### src/rtl/reg_bus_arbiter_if.sv
// Requester handshake and register-bus signals shared by the arbiter, its
// configuration masters and the register bank.
interface reg_bus_arbiter_if #(
  parameter int unsigned NUM_MASTERS = 4,
  parameter int unsigned ADDR_WIDTH  = 33,
  parameter int unsigned WDATA_WIDTH = 33,
  parameter int unsigned RDATA_WIDTH = 21
);
  logic [NUM_MASTERS-1:0]             req_valid;
  logic [NUM_MASTERS-1:0]             req_write;
  logic [NUM_MASTERS*ADDR_WIDTH-1:0]  req_address;
  logic [NUM_MASTERS*WDATA_WIDTH-1:0] req_wdata;
  logic [NUM_MASTERS-1:0]             req_ready;
  logic [NUM_MASTERS-1:0]             rsp_valid;
  logic [RDATA_WIDTH-1:0]             rsp_rdata;
  logic [ADDR_WIDTH-1:0]              bus_address;
  logic                               bus_write_enable;
  logic [WDATA_WIDTH-1:0]             bus_write_data;
  logic                               bus_read_enable;
  logic [RDATA_WIDTH-1:0]             bus_read_data;

  // Requesters plus register bank: everything the arbiter consumes.
  modport master (
    output req_valid, req_write, req_address, req_wdata, bus_read_data,
    input  req_ready, rsp_valid, rsp_rdata,
    input  bus_address, bus_write_enable, bus_write_data, bus_read_enable
  );

  // Arbiter view.
  modport slave (
    input  req_valid, req_write, req_address, req_wdata, bus_read_data,
    output req_ready, rsp_valid, rsp_rdata,
    output bus_address, bus_write_enable, bus_write_data, bus_read_enable
  );
endinterface

### src/rtl/reg_bus_arbiter.sv
// Round-robin arbiter replaying one requester command at a time as a
// single-cycle strobe on the register bus, then pulsing the response back.
module reg_bus_arbiter #(
  parameter int unsigned NUM_MASTERS = 4,
  parameter int unsigned ADDR_WIDTH  = 33,
  parameter int unsigned WDATA_WIDTH = 33,
  parameter int unsigned RDATA_WIDTH = 21,
  parameter int unsigned ID_WIDTH    = 2
) (
  input  logic                 clock,
  input  logic                 reset,
  reg_bus_arbiter_if.slave     bus_if,
  output logic                 busy,
  output logic [ID_WIDTH-1:0]  grant_id
);

  typedef enum logic [1:0] {IDLE, ACCESS, RESP} state_t;

  state_t              state;
  logic [ID_WIDTH-1:0] rr_ptr;
  logic [ID_WIDTH-1:0] winner;
  logic [ID_WIDTH-1:0] cand;
  logic                found;
  int unsigned         idx;

  // First valid requester at or after rr_ptr, only offered while idle.
  always_comb begin
    found  = 1'b0;
    winner = '0;
    idx    = 0;
    cand   = '0;
    for (int unsigned k = 0; k < NUM_MASTERS; k++) begin
      idx  = (32'(rr_ptr) + k) % NUM_MASTERS;
      cand = ID_WIDTH'(idx);
      if (!found && state == IDLE && bus_if.req_valid[cand]) begin
        found  = 1'b1;
        winner = cand;
      end
    end
  end

  always_comb begin
    bus_if.req_ready = '0;
    if (found) bus_if.req_ready[winner] = 1'b1;
  end

  // Bus strobes live only in ACCESS; a read is told apart by the read strobe.
  always_ff @(posedge clock or negedge reset) begin
    if (!reset) begin
      state                   <= IDLE;
      rr_ptr                  <= '0;
      grant_id                <= '0;
      busy                    <= 1'b0;
      bus_if.bus_address      <= '0;
      bus_if.bus_write_data   <= '0;
      bus_if.bus_write_enable <= 1'b0;
      bus_if.bus_read_enable  <= 1'b0;
      bus_if.rsp_valid        <= '0;
      bus_if.rsp_rdata        <= '0;
    end else begin
      case (state)
        IDLE: begin
          if (found) begin
            grant_id                <= winner;
            busy                    <= 1'b1;
            bus_if.bus_address      <= bus_if.req_address[winner*ADDR_WIDTH +: ADDR_WIDTH];
            bus_if.bus_write_data   <= bus_if.req_wdata[winner*WDATA_WIDTH +: WDATA_WIDTH];
            bus_if.bus_write_enable <= bus_if.req_write[winner];
            bus_if.bus_read_enable  <= !bus_if.req_write[winner];
            state                   <= ACCESS;
          end
        end
        ACCESS: begin
          bus_if.bus_address      <= '0;
          bus_if.bus_write_data   <= '0;
          bus_if.bus_write_enable <= 1'b0;
          bus_if.bus_read_enable  <= 1'b0;
          bus_if.rsp_valid        <= NUM_MASTERS'(1) << grant_id;
          bus_if.rsp_rdata        <= bus_if.bus_read_enable ? bus_if.bus_read_data : '0;
          state                   <= RESP;
        end
        RESP: begin
          bus_if.rsp_valid <= '0;
          bus_if.rsp_rdata <= '0;
          busy             <= 1'b0;
          rr_ptr           <= ID_WIDTH'((32'(grant_id) + 1) % NUM_MASTERS);
          state            <= IDLE;
        end
        default: state <= IDLE;
      endcase
    end
  end

endmodule

### src/flat_wrapper.sv
// flat-port wrapper written by rule: the top's interface ports become plain ports
module reg_bus_arbiter_flat 
#(
  parameter int unsigned NUM_MASTERS = 4,
  parameter int unsigned ADDR_WIDTH  = 33,
  parameter int unsigned WDATA_WIDTH = 33,
  parameter int unsigned RDATA_WIDTH = 21,
  parameter int unsigned ID_WIDTH    = 2
)
  (clock, reset, busy, grant_id, bus_if_req_valid, bus_if_req_write, bus_if_req_address, bus_if_req_wdata, bus_if_bus_read_data, bus_if_req_ready, bus_if_rsp_valid, bus_if_rsp_rdata, bus_if_bus_address, bus_if_bus_write_enable, bus_if_bus_write_data, bus_if_bus_read_enable);
  reg_bus_arbiter_if #(.NUM_MASTERS(NUM_MASTERS), .ADDR_WIDTH(ADDR_WIDTH), .WDATA_WIDTH(WDATA_WIDTH), .RDATA_WIDTH(RDATA_WIDTH)) bus_if_i ();
  input  logic clock;
  input  logic reset;
  output logic busy;
  output logic [ID_WIDTH-1:0] grant_id;
  input wire logic [$bits(bus_if_i.req_valid)-1:0] bus_if_req_valid;
  input wire logic [$bits(bus_if_i.req_write)-1:0] bus_if_req_write;
  input wire logic [$bits(bus_if_i.req_address)-1:0] bus_if_req_address;
  input wire logic [$bits(bus_if_i.req_wdata)-1:0] bus_if_req_wdata;
  input wire logic [$bits(bus_if_i.bus_read_data)-1:0] bus_if_bus_read_data;
  output wire logic [$bits(bus_if_i.req_ready)-1:0] bus_if_req_ready;
  output wire logic [$bits(bus_if_i.rsp_valid)-1:0] bus_if_rsp_valid;
  output wire logic [$bits(bus_if_i.rsp_rdata)-1:0] bus_if_rsp_rdata;
  output wire logic [$bits(bus_if_i.bus_address)-1:0] bus_if_bus_address;
  output wire logic [$bits(bus_if_i.bus_write_enable)-1:0] bus_if_bus_write_enable;
  output wire logic [$bits(bus_if_i.bus_write_data)-1:0] bus_if_bus_write_data;
  output wire logic [$bits(bus_if_i.bus_read_enable)-1:0] bus_if_bus_read_enable;
  assign bus_if_i.req_valid = bus_if_req_valid;
  assign bus_if_i.req_write = bus_if_req_write;
  assign bus_if_i.req_address = bus_if_req_address;
  assign bus_if_i.req_wdata = bus_if_req_wdata;
  assign bus_if_i.bus_read_data = bus_if_bus_read_data;
  assign bus_if_req_ready = bus_if_i.req_ready;
  assign bus_if_rsp_valid = bus_if_i.rsp_valid;
  assign bus_if_rsp_rdata = bus_if_i.rsp_rdata;
  assign bus_if_bus_address = bus_if_i.bus_address;
  assign bus_if_bus_write_enable = bus_if_i.bus_write_enable;
  assign bus_if_bus_write_data = bus_if_i.bus_write_data;
  assign bus_if_bus_read_enable = bus_if_i.bus_read_enable;
  reg_bus_arbiter #(.NUM_MASTERS(NUM_MASTERS), .ADDR_WIDTH(ADDR_WIDTH), .WDATA_WIDTH(WDATA_WIDTH), .RDATA_WIDTH(RDATA_WIDTH), .ID_WIDTH(ID_WIDTH)) u_core (.clock(clock), .reset(reset), .bus_if(bus_if_i), .busy(busy), .grant_id(grant_id));
endmodule
### config.mk
export PLATFORM = sky130hd
export DESIGN_NAME = reg_bus_arbiter_flat
export DESIGN_NICKNAME = d
export VERILOG_FILES = /design/src/rtl/reg_bus_arbiter_if.sv /design/src/rtl/reg_bus_arbiter.sv /design/src/flat_wrapper.sv
export SDC_FILE = /design/constraint.sdc
export NUM_CORES = 1
export LEC_CHECK = 0
export CORE_AREA = 2 2 155 157
export CTS_CLUSTER_DIAMETER = 200
export DETAILED_ROUTE_END_ITERATION = 7
export DIE_AREA = 0 0 157 159
export PLACE_DENSITY = 0.63
export RECOVER_POWER = 100
export SLEW_MARGIN = 20
export SYNTH_ARGS = -nofsm -noshare
export SYNTH_HDL_FRONTEND = slang
export SYNTH_SLANG_ARGS = --single-unit
### constraint.sdc
create_clock -name clock -period 4.3 [get_ports clock]
set_clock_uncertainty 0.1 [all_clocks]
set_input_delay 1.075 -clock clock [delete_from_list [all_inputs] [get_ports clock]]
set_output_delay 1.075 -clock clock [all_outputs]
set_load 0.01 [all_outputs]
==> results_tabular.tex <==
\begin{tabular}{lr}
\hline
Metric & Value \\
\hline
\multicolumn{2}{l}{\textbf{Die}} \\
\quad Number of ports placed on the die boundary & 395 \\
\quad Vertical die dimension & $\sim$160 um \\
\quad Floorplan row count & between 50 and 60 \\
\quad Area of the die & about 0.025 sq mm \\
\quad Core area & $\sim$0.023 sq mm \\
\quad Horiz. Die Dim & between 150 and 200 um \\
\quad Starting utilization of the core area & between 20\% and 30\% \\
\multicolumn{2}{l}{\textbf{Detailed routing}} \\
\quad Average vias per placed instance & around 4.7 \\
\quad Total wirelength of the detailed-routed design & 24100 um \\
\quad Routed WL per cell & between 15 and 20 um \\
\quad Number of nets with antenna violations after routing & 0 \\
\quad Via Count & 6427 \\
\quad Detailed-routing iteration count for the pre-antenna-repair pass & 5 \\
\quad DRC violation count after routing & 0 \\
\quad Iteration-0 DRC count of the detailed router & approximately 310 \\
\multicolumn{2}{l}{\textbf{Synthesis}} \\
\quad Most used DFF post-synth & dfrtp\_1 \\
\quad Flip-flop and latch count after synthesis & 100 \\
\quad Post-synthesis sequential area ratio & a little under half \\
\quad Library cell occupying the most area in the post-synthesis netlist & dfrtp\_1 \\
\quad Share of synthesized flip-flops with an asynchronous set or reset & 100\% \\
\quad Total number of yosys warnings & 0 \\
\quad Number of library cell types mapped by synthesis & 35 \\
\quad Post-synth EDFFs & 0 \\
\quad Fraction of post-synthesis cell area in the top cell type by area & $\sim$46\% \\
\quad Top post-synthesis cells by area & dfrtp\_1 46\%, nand2\_1 20\%, o221ai\_1 11\% \\
\quad Post-Synthesis Net Count & $\sim$990 \\
\quad Area of the mapped netlist & $\sim$0.0055 sq mm \\
\quad Mean instance size in the synthesized netlist & 7.95 sq um \\
\quad Number of instances in the synthesized netlist & between 600 and 700 \\
\multicolumn{2}{l}{\textbf{Critical path}} \\
\quad Cells on worst reg2reg path & 9 \\
\quad Highest net fanout along the worst path & 2 \\
\quad R2r endpoint & u\_core.bus\_if.bus\_write\_data[2]\$\_DFFE\_PN0P\_ \\
\quad Register-to-register setup slack & roughly 1.0 ns \\
\quad Worst Setup EP & bus\_if\_req\_ready[1] \\
\quad Classification of the worst setup path & input pin to primary output \\
\quad Kind of capture point of the worst setup path & primary output \\
\quad Crit path arrival time & approximately 2.9 ns \\
\quad Start point of the critical path & bus\_if\_req\_valid[1] \\
\quad Worst path required time & about 3.1 ns \\
\quad Critical path launch point type & input pin \\
\quad Startpoint of the most critical register-to-register path & u\_core.state[0]\$\_DFFE\_PN0P\_ \\
\multicolumn{2}{l}{\textbf{Global routing}} \\
\quad First-pass GRT wire length & roughly 37000 um \\
\quad Total Routing Usage GR & around a fifth \\
\quad Leftover overflow at the end of global routing & 0 \\
\quad Antenna violations before repair & 1 \\
\quad Maximum number of pins on one net before global-route repair & 67 \\
\quad Vias in the first global route & roughly 6.5k \\
\multicolumn{2}{l}{\textbf{Status}} \\
\quad Status & complete, but fails checks \\
\quad Failing checks & capacitance limit, slew limit \\
\multicolumn{2}{l}{\textbf{Clocking}} \\
\quad Clock tree from TritonCTS & built \\
\quad Maximum number of buffers from clock root to sink & 2 \\
\quad Depth of the CTS H-tree & 3 \\
\quad Clock transition at the register clock pins on the worst setup and hold paths after CTS & around 0.07 ns \\
\quad Latest clock arrival within the worst-skew pair & between 0.3 and 0.4 ns \\
\quad Clock buffer count from CTS & 9 \\
\quad Total clock sinks & 100 \\
\quad Clock Root Buffer & clkbuf\_16 \\
\quad Number of hold-repair buffers added at the cts stage & 0 \\
\multicolumn{2}{l}{\textbf{Placement}} \\
\quad Placed cell area & roughly 0.0098 sq mm \\
\quad IO Port Bufs & a little under 400 \\
\quad Final weighted congestion in routability-driven placement & around 0.84 \\
\quad HPWL after detailed placement & approximately 18000 um \\
\quad Number of placed cells counting well taps & $\sim$1.4k \\
\multicolumn{2}{l}{\textbf{Cells and area}} \\
\quad Number of nets at the end of the flow & $\sim$1.4k \\
\quad Area growth from synthesis to final layout & 84.3\% \\
\quad Design Area, Final & 0.0101 sq mm \\
\quad Fillers & 2382 \\
\quad Utilization after layout & a little over two fifths \\
\quad Proportion of layout cells with a drive suffix above 1 & roughly 4.2\% \\
\quad Non-filler cells in the finished layout & 1381 \\
\multicolumn{2}{l}{\textbf{Job}} \\
\quad Number of max-cap violations & 1 \\
\multicolumn{2}{l}{\textbf{Timing}} \\
\quad Final hold vios & 0 \\
\quad Setup-violating endpoint count in the final report & 0 \\
\quad Final Slew Violations & 62 \\
\quad WHS & around 0.36 ns \\
\quad Period minus WS final & 4.11 ns \\
\quad Rel. slew slack & -12.6\% \\
\quad Highest achievable clock rate & 243 MHz \\
\quad Actual transition at the worst max-transition pin & $\sim$1.7 ns \\
\quad Fraction of the cycle the final worst path needs & between 90 and 100\% \\
\quad Unrepaired setup endpoints after global routing & false \\
\multicolumn{2}{l}{\textbf{Pwr}} \\
\quad Ratio of total power to cell area & between 500 and 600 mW/mm\^{}2 \\
\quad Max rail drop VDD & $\sim$0.36 mV \\
\quad Total leakage power & around 4.5 nW \\
\multicolumn{2}{l}{\textbf{Min path}} \\
\quad Hold Crit Class & flop to flop \\
\hline
\end{tabular}
-- placed cells by master (no fill, tap or decap), drive strengths merged --
master / count
a21bo: 1
a21o: 1
a21oi: 3
a221o: 1
a221oi: 1
a22o: 1
a31oi: 66
and2: 1
buf: 14
clkbuf: 20
clkdlybuf4s25: 1
clkdlybuf4s50: 293
clkinv: 4
dfrtp: 100
diode: 1
dlygate4sd2: 1
dlygate4sd3: 96
dlymetal6s2s: 1
ha: 7
inv: 37
mux2: 2
mux2i: 3
nand2: 294
nand2b: 1
nand3b: 4
nor2: 3
nor2b: 1
nor3: 1
nor3b: 1
o211ai: 1
o21a: 2
o21ai: 29
o221a: 1
o221ai: 66
or2: 2
or4: 1
-- state kept, by name (all words and copies together) (netlist names) --
| name | cells |
|---|---|
| u_core.bus_if.bus_write_enable | 1 |
| u_core.bus_if.bus_address | 33 |
| u_core.bus_if.bus_write_data | 33 |
| u_core.bus_if.rsp_rdata | 21 |
| u_core.state | 2 |
| u_core.busy | 1 |
| u_core.rr_ptr | 2 |
| u_core.bus_if.rsp_valid | 4 |
| u_core.bus_if.bus_read_enable | 1 |
| u_core.grant_id | 2 |
-- synthesized netlist by cell type (all sizes together) (2+ instances only) --
library cell,number
buf,22
a21oi,3
clkbuf,37
o221ai,66
nand2,294
ha,7
a31oi,66
dfrtp,100
mux2,2
or2,2
mux2i,3
o21ai,29
inv,34
nand3b,4
nor2,3
o21a,2
-- power by group --
group          total (W)  leakage (nW)  internal [W]  switching [W]
clock network   0.000858         0.152      0.000420       0.000438
logic            0.00351          3.06       0.00149        0.00202
registers        0.00156          1.30       0.00135       0.000212
total            0.00594          4.51       0.00326        0.00267
-- layer usage --
metal  up-vias  GRT usage (%)  share of wire [%]
met1      2958           22.7                 40
met3        48           4.41                7.9
met2       291           32.0                 48
met4         0           7.92                3.5
met5         -              0                  0
li1       3130              -                  -
-- worst min path at each step --
stage / cells after the start / from / to / slack, ns
floorplan: 1 / u_core.state[0]$_DFFE_PN0P_ / u_core.state[0]$_DFFE_PN0P_ / 0.39
global placement: 2 / u_core.bus_if.bus_write_data[9]$_DFFE_PN0P_ / u_core.bus_if.bus_write_data[9]$_DFFE_PN0P_ / 0.35
detailed placement: 2 / u_core.bus_if.bus_write_data[19]$_DFFE_PN0P_ / u_core.bus_if.bus_write_data[19]$_DFFE_PN0P_ / 0.35
CTS: 2 / u_core.bus_if.bus_address[7]$_DFFE_PN0P_ / u_core.bus_if.bus_address[7]$_DFFE_PN0P_ / 0.37
global route: 2 / u_core.bus_if.bus_write_data[6]$_DFFE_PN0P_ / u_core.bus_if.bus_write_data[6]$_DFFE_PN0P_ / 0.38
finish: 2 / u_core.bus_if.bus_address[21]$_DFFE_PN0P_ / u_core.bus_if.bus_address[21]$_DFFE_PN0P_ / 0.36
-- stage by stage --
stage                     setup TNS, ns  worst slack [ns]  total power, W
after floorplan                       0             0.631         0.00348
after global placement          -0.0969           -0.0969         0.00525
after detailed placement        -0.0986           -0.0986         0.00534
after CTS                             0            0.0838         0.00622
after global routing                  0            0.0658         0.00642
final                                 0             0.192         0.00594
-- worst max-delay path, cell delays in order --
cell,delay [ns]
clkdlybuf4s50_1,0.47
a21bo_2,0.24
a221oi_2,0.40
nand2_2,0.10
or2_2,0.31
inv_1,0.06
dlygate4sd2_1,0.28
-- timing repair --
item / CTS / global route
endpoints found under the setup margin: 1 / 3
resized for setup: 2 / 4
buffers inserted: 1 / 0
pin swaps: 1 / 1
-- area by class of cell --
cell class	count	area [sq um]	share of cell area, %
clock inverter	7	88.8	0.883
tap	319	399	3.97
antenna	1	2.50	0.0249
sequential	100	2500	24.9
inverter	34	128	1.27
clock buffer	9	225	2.24
timing repair buffer	417	4130	41.0
multi-input combinational	494	2590	25.8
-- cells by family (layout without fill, tap and decap cells) --
family                     count (synthesis)  in the layout  share of synthesized area [%]
muxes                                      5              5                          0.962
DFF                                      100            100                           45.8
adders and majority gates                  7              7                           1.60
and+or+nand+nor                          309            309                           21.9
AOI/OAI and AO/OA                        173            173                           22.8
other                                      0              1                              0
buffers and inverters                     93            467                           6.85
(Power assumes the default switching activity.)
==> edit 1 (config.mk and constraints unchanged) <==
Encoding of `state_t`: now one-hot (3 bits for 3 states).
--- a/src/rtl/reg_bus_arbiter.sv
+++ b/src/rtl/reg_bus_arbiter.sv
@@ -14,7 +14,7 @@
   output logic [ID_WIDTH-1:0]  grant_id
 );
 
-  typedef enum logic [1:0] {IDLE, ACCESS, RESP} state_t;
+  typedef enum logic [2:0] {IDLE = 3'b001, ACCESS = 3'b010, RESP = 3'b100} state_t;
 
   state_t              state;
   logic [ID_WIDTH-1:0] rr_ptr;
Formal check against the unedited RTL: no difference found for any inputs over 4 cycles, from zero or initial values and one cycle with reset low; so few cycles prove little.
==> edit 1 against the unedited design <==
  * The flow still finishes with violations (max-capacitance violations, max-slew violations)
  * Register-to-register slack got worse by 230 ps
  * Setup slack got worse by 130 ps
  * Sequential power increased by 9.6%
  * Critical path depth increased by 1
  * Global-route usage increased by 1.3 points
  * Sequential cell count increased by 1
  * Final cell count decreased by 7.9%
  * Sequential share of layout area decreased by 1.9 points
  * Area after synthesis increased by 19%
  * Routed wire length increased by 7.5%
  * Final area increased by 9.3%
  * Count of clock-buffer cells in the layout unchanged
  * Power increased by 23%
  * Hold slack improved by 43 ps
  * Highest routed layer is now met5
==> edit 1: results (changes against the unedited design) <==
Run status
  – Outcome: complete, but fails checks
  – Violated checks: max-capacitance violations, max-slew violations

Global routing
  – Pin count of the biggest net entering global routing: 78 (+16%)
  – First-pass GRT wire length: 38800 um (+6.1%)
  – Grt met1 use: 24.6% (+1.9 points)
  – Met3 usage: 5.33% (+0.93 points)
  – GRT Resource Usage Total: 20.1% (+1.3 points)
  – Number of global-route vias before repair: 6527 (+0.85%)

Routing
  – Highest metal layer with signal wires: met5
  – Metal-1 WL: 10400 um (+7.4%)
  – DR iter-0 viols: 295 (-4.2%)
  – Average wire per standard cell: 20.3 um (+17%)
  – Routed vias/inst: 5.00 (+7.5%)

Final layout
  – Multi-input logic area: 0.00357 mm^2 (+38%)
  – Comb_multi_in: 412 (-17%)
  – Fill count: 2223 (-6.7%)
  – Seq cells: 101 (+1.0%)
  – Nonclk buf count: 418 (+0.24%)

Flow run
  – Max-cap violations: 2 (+1)

Setup path
  – Crit-path max FO: 4 (+2)
  – Critical path endpoint: bus_if_req_ready[2]
  – Crit path from: bus_if_req_valid[2]
  – Critical path arrival: 3070 ps (+140 ps)
  – Slowest stage delay, CP: 520 ps (+50 ps)
  – Register-to-Register Path Depth: 8 (-1)
  – R2R setup slack: 800 ps (-230 ps)

Worst hold path
  – Hold depth: 1 (-1)

Yosys
  – Ranking of synthesized cells by area: dfrtp_1 38%, a211oi_2 18%, mux2i_1 10%, a21boi_0 6.3%, a21oi_1 5.3%
  – Cells after Synth: 588 (-14%)

Power and ir drop
  – Leakage: 4.51 nW (about the same)

Placement
  – Placed cell area: 0.0107 mm^2 (+9.6%)

STA
  – Highest clock rate: 236 MHz (-3.2%)
  – WHS: 404 ps (+42.9 ps)
  – Max-slew violations: 128 (+110%)
  – Slew @ Worst Pin: 1790 ps (+106 ps)
edit 1: cell types whose count changed in the layout (fill, tap and decap cells not counted), moves of 49 or more:
cell and delta:
mux2i_1 +65, o221ai_1 -66, a211oi_1 +49, nand2_1 -289, a31oi_1 -66, a21boi_0 +55, a211oi_2 +83, a21oi_1 +66
edit 1: repair_timing:
action / in CTS / in global routing
endpoints found under the setup margin: 4 / 2
buffers inserted: 0 / 1
gates resized for setup: 4 / 3
pin swaps: 1 / 2
edit 1: kinds of logic after synthesis:
| family | after synthesis | synth area share (%) |
|---|---|---|
| compound gates | 307 | 40.7 |
| fa+ha+maj | 4 | 0.769 |
| flops | 101 | 38.9 |
| simple gates | 30 | 2.83 |
| buf+inv | 75 | 5.90 |
| mux | 71 | 11.0 |
edit 1: power groups by stage:
stage	registers [mW]	clock network (mW)	logic, mW
final	1.71	0.962	4.62
after floorplan	1.88	0	2.82
after global routing	1.77	1.04	4.99
after CTS	1.73	1.00	4.89
after global placement	1.73	0	4.85
after detailed placement	1.74	0	4.88
==> edit 2 (same settings) <==
Made on the original files. `NUM_MASTERS` is set to 4 in 3 places; all go to 3.
--- a/src/rtl/reg_bus_arbiter_if.sv
+++ b/src/rtl/reg_bus_arbiter_if.sv
@@ -1,7 +1,7 @@
 // Requester handshake and register-bus signals shared by the arbiter, its
 // configuration masters and the register bank.
 interface reg_bus_arbiter_if #(
-  parameter int unsigned NUM_MASTERS = 4,
+  parameter int unsigned NUM_MASTERS = 3,
   parameter int unsigned ADDR_WIDTH  = 33,
   parameter int unsigned WDATA_WIDTH = 33,
   parameter int unsigned RDATA_WIDTH = 21
--- a/src/rtl/reg_bus_arbiter.sv
+++ b/src/rtl/reg_bus_arbiter.sv
@@ -1,7 +1,7 @@
 // Round-robin arbiter replaying one requester command at a time as a
 // single-cycle strobe on the register bus, then pulsing the response back.
 module reg_bus_arbiter #(
-  parameter int unsigned NUM_MASTERS = 4,
+  parameter int unsigned NUM_MASTERS = 3,
   parameter int unsigned ADDR_WIDTH  = 33,
   parameter int unsigned WDATA_WIDTH = 33,
   parameter int unsigned RDATA_WIDTH = 21,
--- a/src/flat_wrapper.sv
+++ b/src/flat_wrapper.sv
@@ -1,7 +1,7 @@
 // flat-port wrapper written by rule: the top's interface ports become plain ports
 module reg_bus_arbiter_flat 
 #(
-  parameter int unsigned NUM_MASTERS = 4,
+  parameter int unsigned NUM_MASTERS = 3,
   parameter int unsigned ADDR_WIDTH  = 33,
   parameter int unsigned WDATA_WIDTH = 33,
   parameter int unsigned RDATA_WIDTH = 21,
Interface: changed (6 resized); port bits go from 395 to 325. The function was not compared with the original's and may differ.
==> edit 2 against the unedited design <==
  * The flow still finishes with violations (max-capacitance violations, max-slew violations)
  * Critical path type unchanged
  * Setup slack got worse by 64 ps
  * Power fell by 7.0%
  * Final area down 12%
  * Area after synthesis is 11% lower
  * Routed wire length shrank 19%
  * Maximum frequency shrank 1.5%
  * Sequential cell count fell by 1
  * Count of clock-buffer cells in the layout is the same
  * Core utilization decreased by 5.3 points
==> edit 2: results (changes against the unedited design) <==
Power and ir drop
  – Leakage: 3.88 nW (-14%)
  – Switching Share: 38.9% (-6.2 points)
  – VDD IR max: 0.251 mV (-31%)

Setup path
  – Critical path arrival: 3000 ps (+70 ps)
  – Slowest-stage cell, CP: clkdlybuf4s50_1
  – Crit-path max FO: 5 (+3)
  – Slowest stage delay, CP: 450 ps (-20 ps)

Global routing
  – Pin count of the biggest net entering global routing: 71 (+6.0%)
  – GRT Resource Usage Total: 15.3% (-3.5 points)
  – First-pass GRT wire length: 29600 um (-19%)
  – Number of global-route vias before repair: 5184 (-20%)
  – Initial antenna violation count: 0 (-1)

Yosys
  – Cell variety after synth: 41 (+17%)
  – Yosys warnings: 0 (unchanged)
  – Register area share after synthesis: 50.8% (+5.0 points)
  – Async SR Flop Fraction: 100% (unchanged)
  – Main combinational cell family by area after synthesis: compound AO/OA/AOI/OAI gates
  – Post-synthesis compound-gate area fraction: 32.5% (+9.7 points)
  – Mux contribution to synthesized area: 1.18% (+0.22 points)
  – Ranking of synthesized cells by area: dfrtp_1 51%, a221o_1 14%, a22o_1 12%, o21ai_0 3.0%, ha_1 2.6%
  – Post-Synth Adder-Cell Area: 2.57% (+0.96 points)
  – Synth Net Count: 663 (-33%)
  – Commonest cells post-synth: 99 x dfrtp_1, 67 x a22o_1, 66 x a221o_1
  – Synth Area in XOR/XNOR: 0% (unchanged)

Placement
  – Detailed placer's ending HPWL: 14100 um (-22%)
  – GPL Wtd Cong: 0.833 (-1.0%)
  – Worst slack at placement: -74.2 ps (+24.4 ps)
  – Port Buf Inserts: 324 (-18%)

Clocking
  – Clock buffer depth: 2 (unchanged)
  – CTS buffer count: 9 (unchanged)
  – Root Buffer: clkbuf_16
  – Clk pin slew, worst setup/hold paths: 70 ps (about the same)
  – H-tree levels: 3 (unchanged)
  – Worst-skew pair later-pin latency: 350 ps

Final layout
  – Layout cells sized above 1: 6.61% (+2.4 points)
  – Final-stage net count: 989 (-27%)
  – Regs by FF count: u_core.bus_if.bus_address (33), u_core.bus_if.bus_write_data (33), u_core.bus_if.rsp_rdata (21)

Routing
  – Highest metal layer with signal wires: met4
  – Routed vias/inst: 4.61 (-0.86%)
  – WL met3: 1560 um (-18%)
  – WL final: 19500 um (-19%)
  – Met2 wire length: 9530 um (-18%)
  – DR iter-0 viols: 279 (-9.4%)
  – Metal-1 WL: 7970 um (-18%)
  – Pre-antenna DRT Iters: 4 (-1)

STA
  – Max-slew violations: 71 (+15%)
  – Slew @ Worst Pin: 1930 ps (+244 ps)

Run status
  – Outcome: complete, but fails checks
  – Violated checks: max-capacitance violations, max-slew violations

Flow run
  – Max-cap violations: 1 (unchanged)

Worst hold path
  – Worst Hold Class: reg2reg
edit 2: cell count changes after synthesis, moves of 5 or more:
cell,delta
nand2_1,-262
o221ai_1,-66
buf_1,-9
buf_6,+5
a221o_1,+65
clkbuf_1,-22
a31oi_1,-66
a22o_1,+66
edit 2: final cells by class:
type                       instances  area, um^2
sequential                        99        2480
clock buffer                       9         225
multi-input combinational        258        2080
fill                            2312       14400
tap                              319         399
inverter                          33         124
clock inverter                     7        78.8
timing repair buffer             351        3440
antenna                            1        2.50
edit 2: what timing repair did:
item                       CTS  global route
setup endpoints to repair    3             0
hold buffers                 0             0
setup buffers                0             0
gates resized for setup      4             0
edit 2: kinds of logic (layout without fill, tap and decap cells):
group           after synthesis  after routing
compound gates              185            185
fa+ha+maj                    10             10
buf+inv                      69            400
flops                        99             99
mux                           5              5
other cells                   0              1
simple gates                 58             58
edit 2: worst max-delay path, delay by kind of cell:
kind / cells / cell delay, ps
compound gates: 2 / 570
buf+inv: 2 / 730
mux: 1 / 300
simple gates: 2 / 320
edit 2: metrics by stage:
stage	TNS [ps]	hold WS, ps	utilization, %	instances	area [um^2]
floorplan	0	427	-	426	4870
global route	0	432	38.1	1076	8830
global placement	-66.5	408	36.9	1060	8560
finish	0	416	38.1	1077	8830
CTS	0	427	38.2	1076	8870
detailed placement	-133	414	36.9	1060	8560
edit 2: final timing paths:
check                           depth (start not counted)  slack, ps                        from                               end
worst max-delay path                                    7        130         bus_if_req_valid[0]               bus_if_req_ready[0]
worst min-delay path                                    2        420  u_core.bus_if.rsp_valid[1]        u_core.bus_if.rsp_valid[1]
worst max register to register                         10        620            u_core.rr_ptr[0]  u_core.bus_if.bus_write_data[23]
worst min register to register                          2        420  u_core.bus_if.rsp_valid[1]        u_core.bus_if.rsp_valid[1]
max in group asynchronous                               2        760                       reset      u_core.bus_if.bus_address[3]
min in group asynchronous                               1       1160                       reset        u_core.bus_if.rsp_valid[0]
edit 2: power groups by stage:
| stage | combinational (mW) | clock (mW) | sequential, mW |
|---|---|---|---|
| 6_report | 3.14 | 0.871 | 1.51 |
| 5_1_grt | 3.42 | 0.950 | 1.56 |
| 4_1_cts | 3.36 | 0.904 | 1.53 |
| 3_5_place_dp | 3.34 | 0 | 1.53 |
| 3_3_place_gp | 3.31 | 0 | 1.53 |
| 2_1_floorplan | 1.65 | 0 | 1.67 |
edit 2: routing by layer:
layer	vias up	GRT usage [%]
met5	-	0
met3	25	4.57
met4	0	4.96
li1	2315	-
met2	231	25.8
met1	2398	18.6
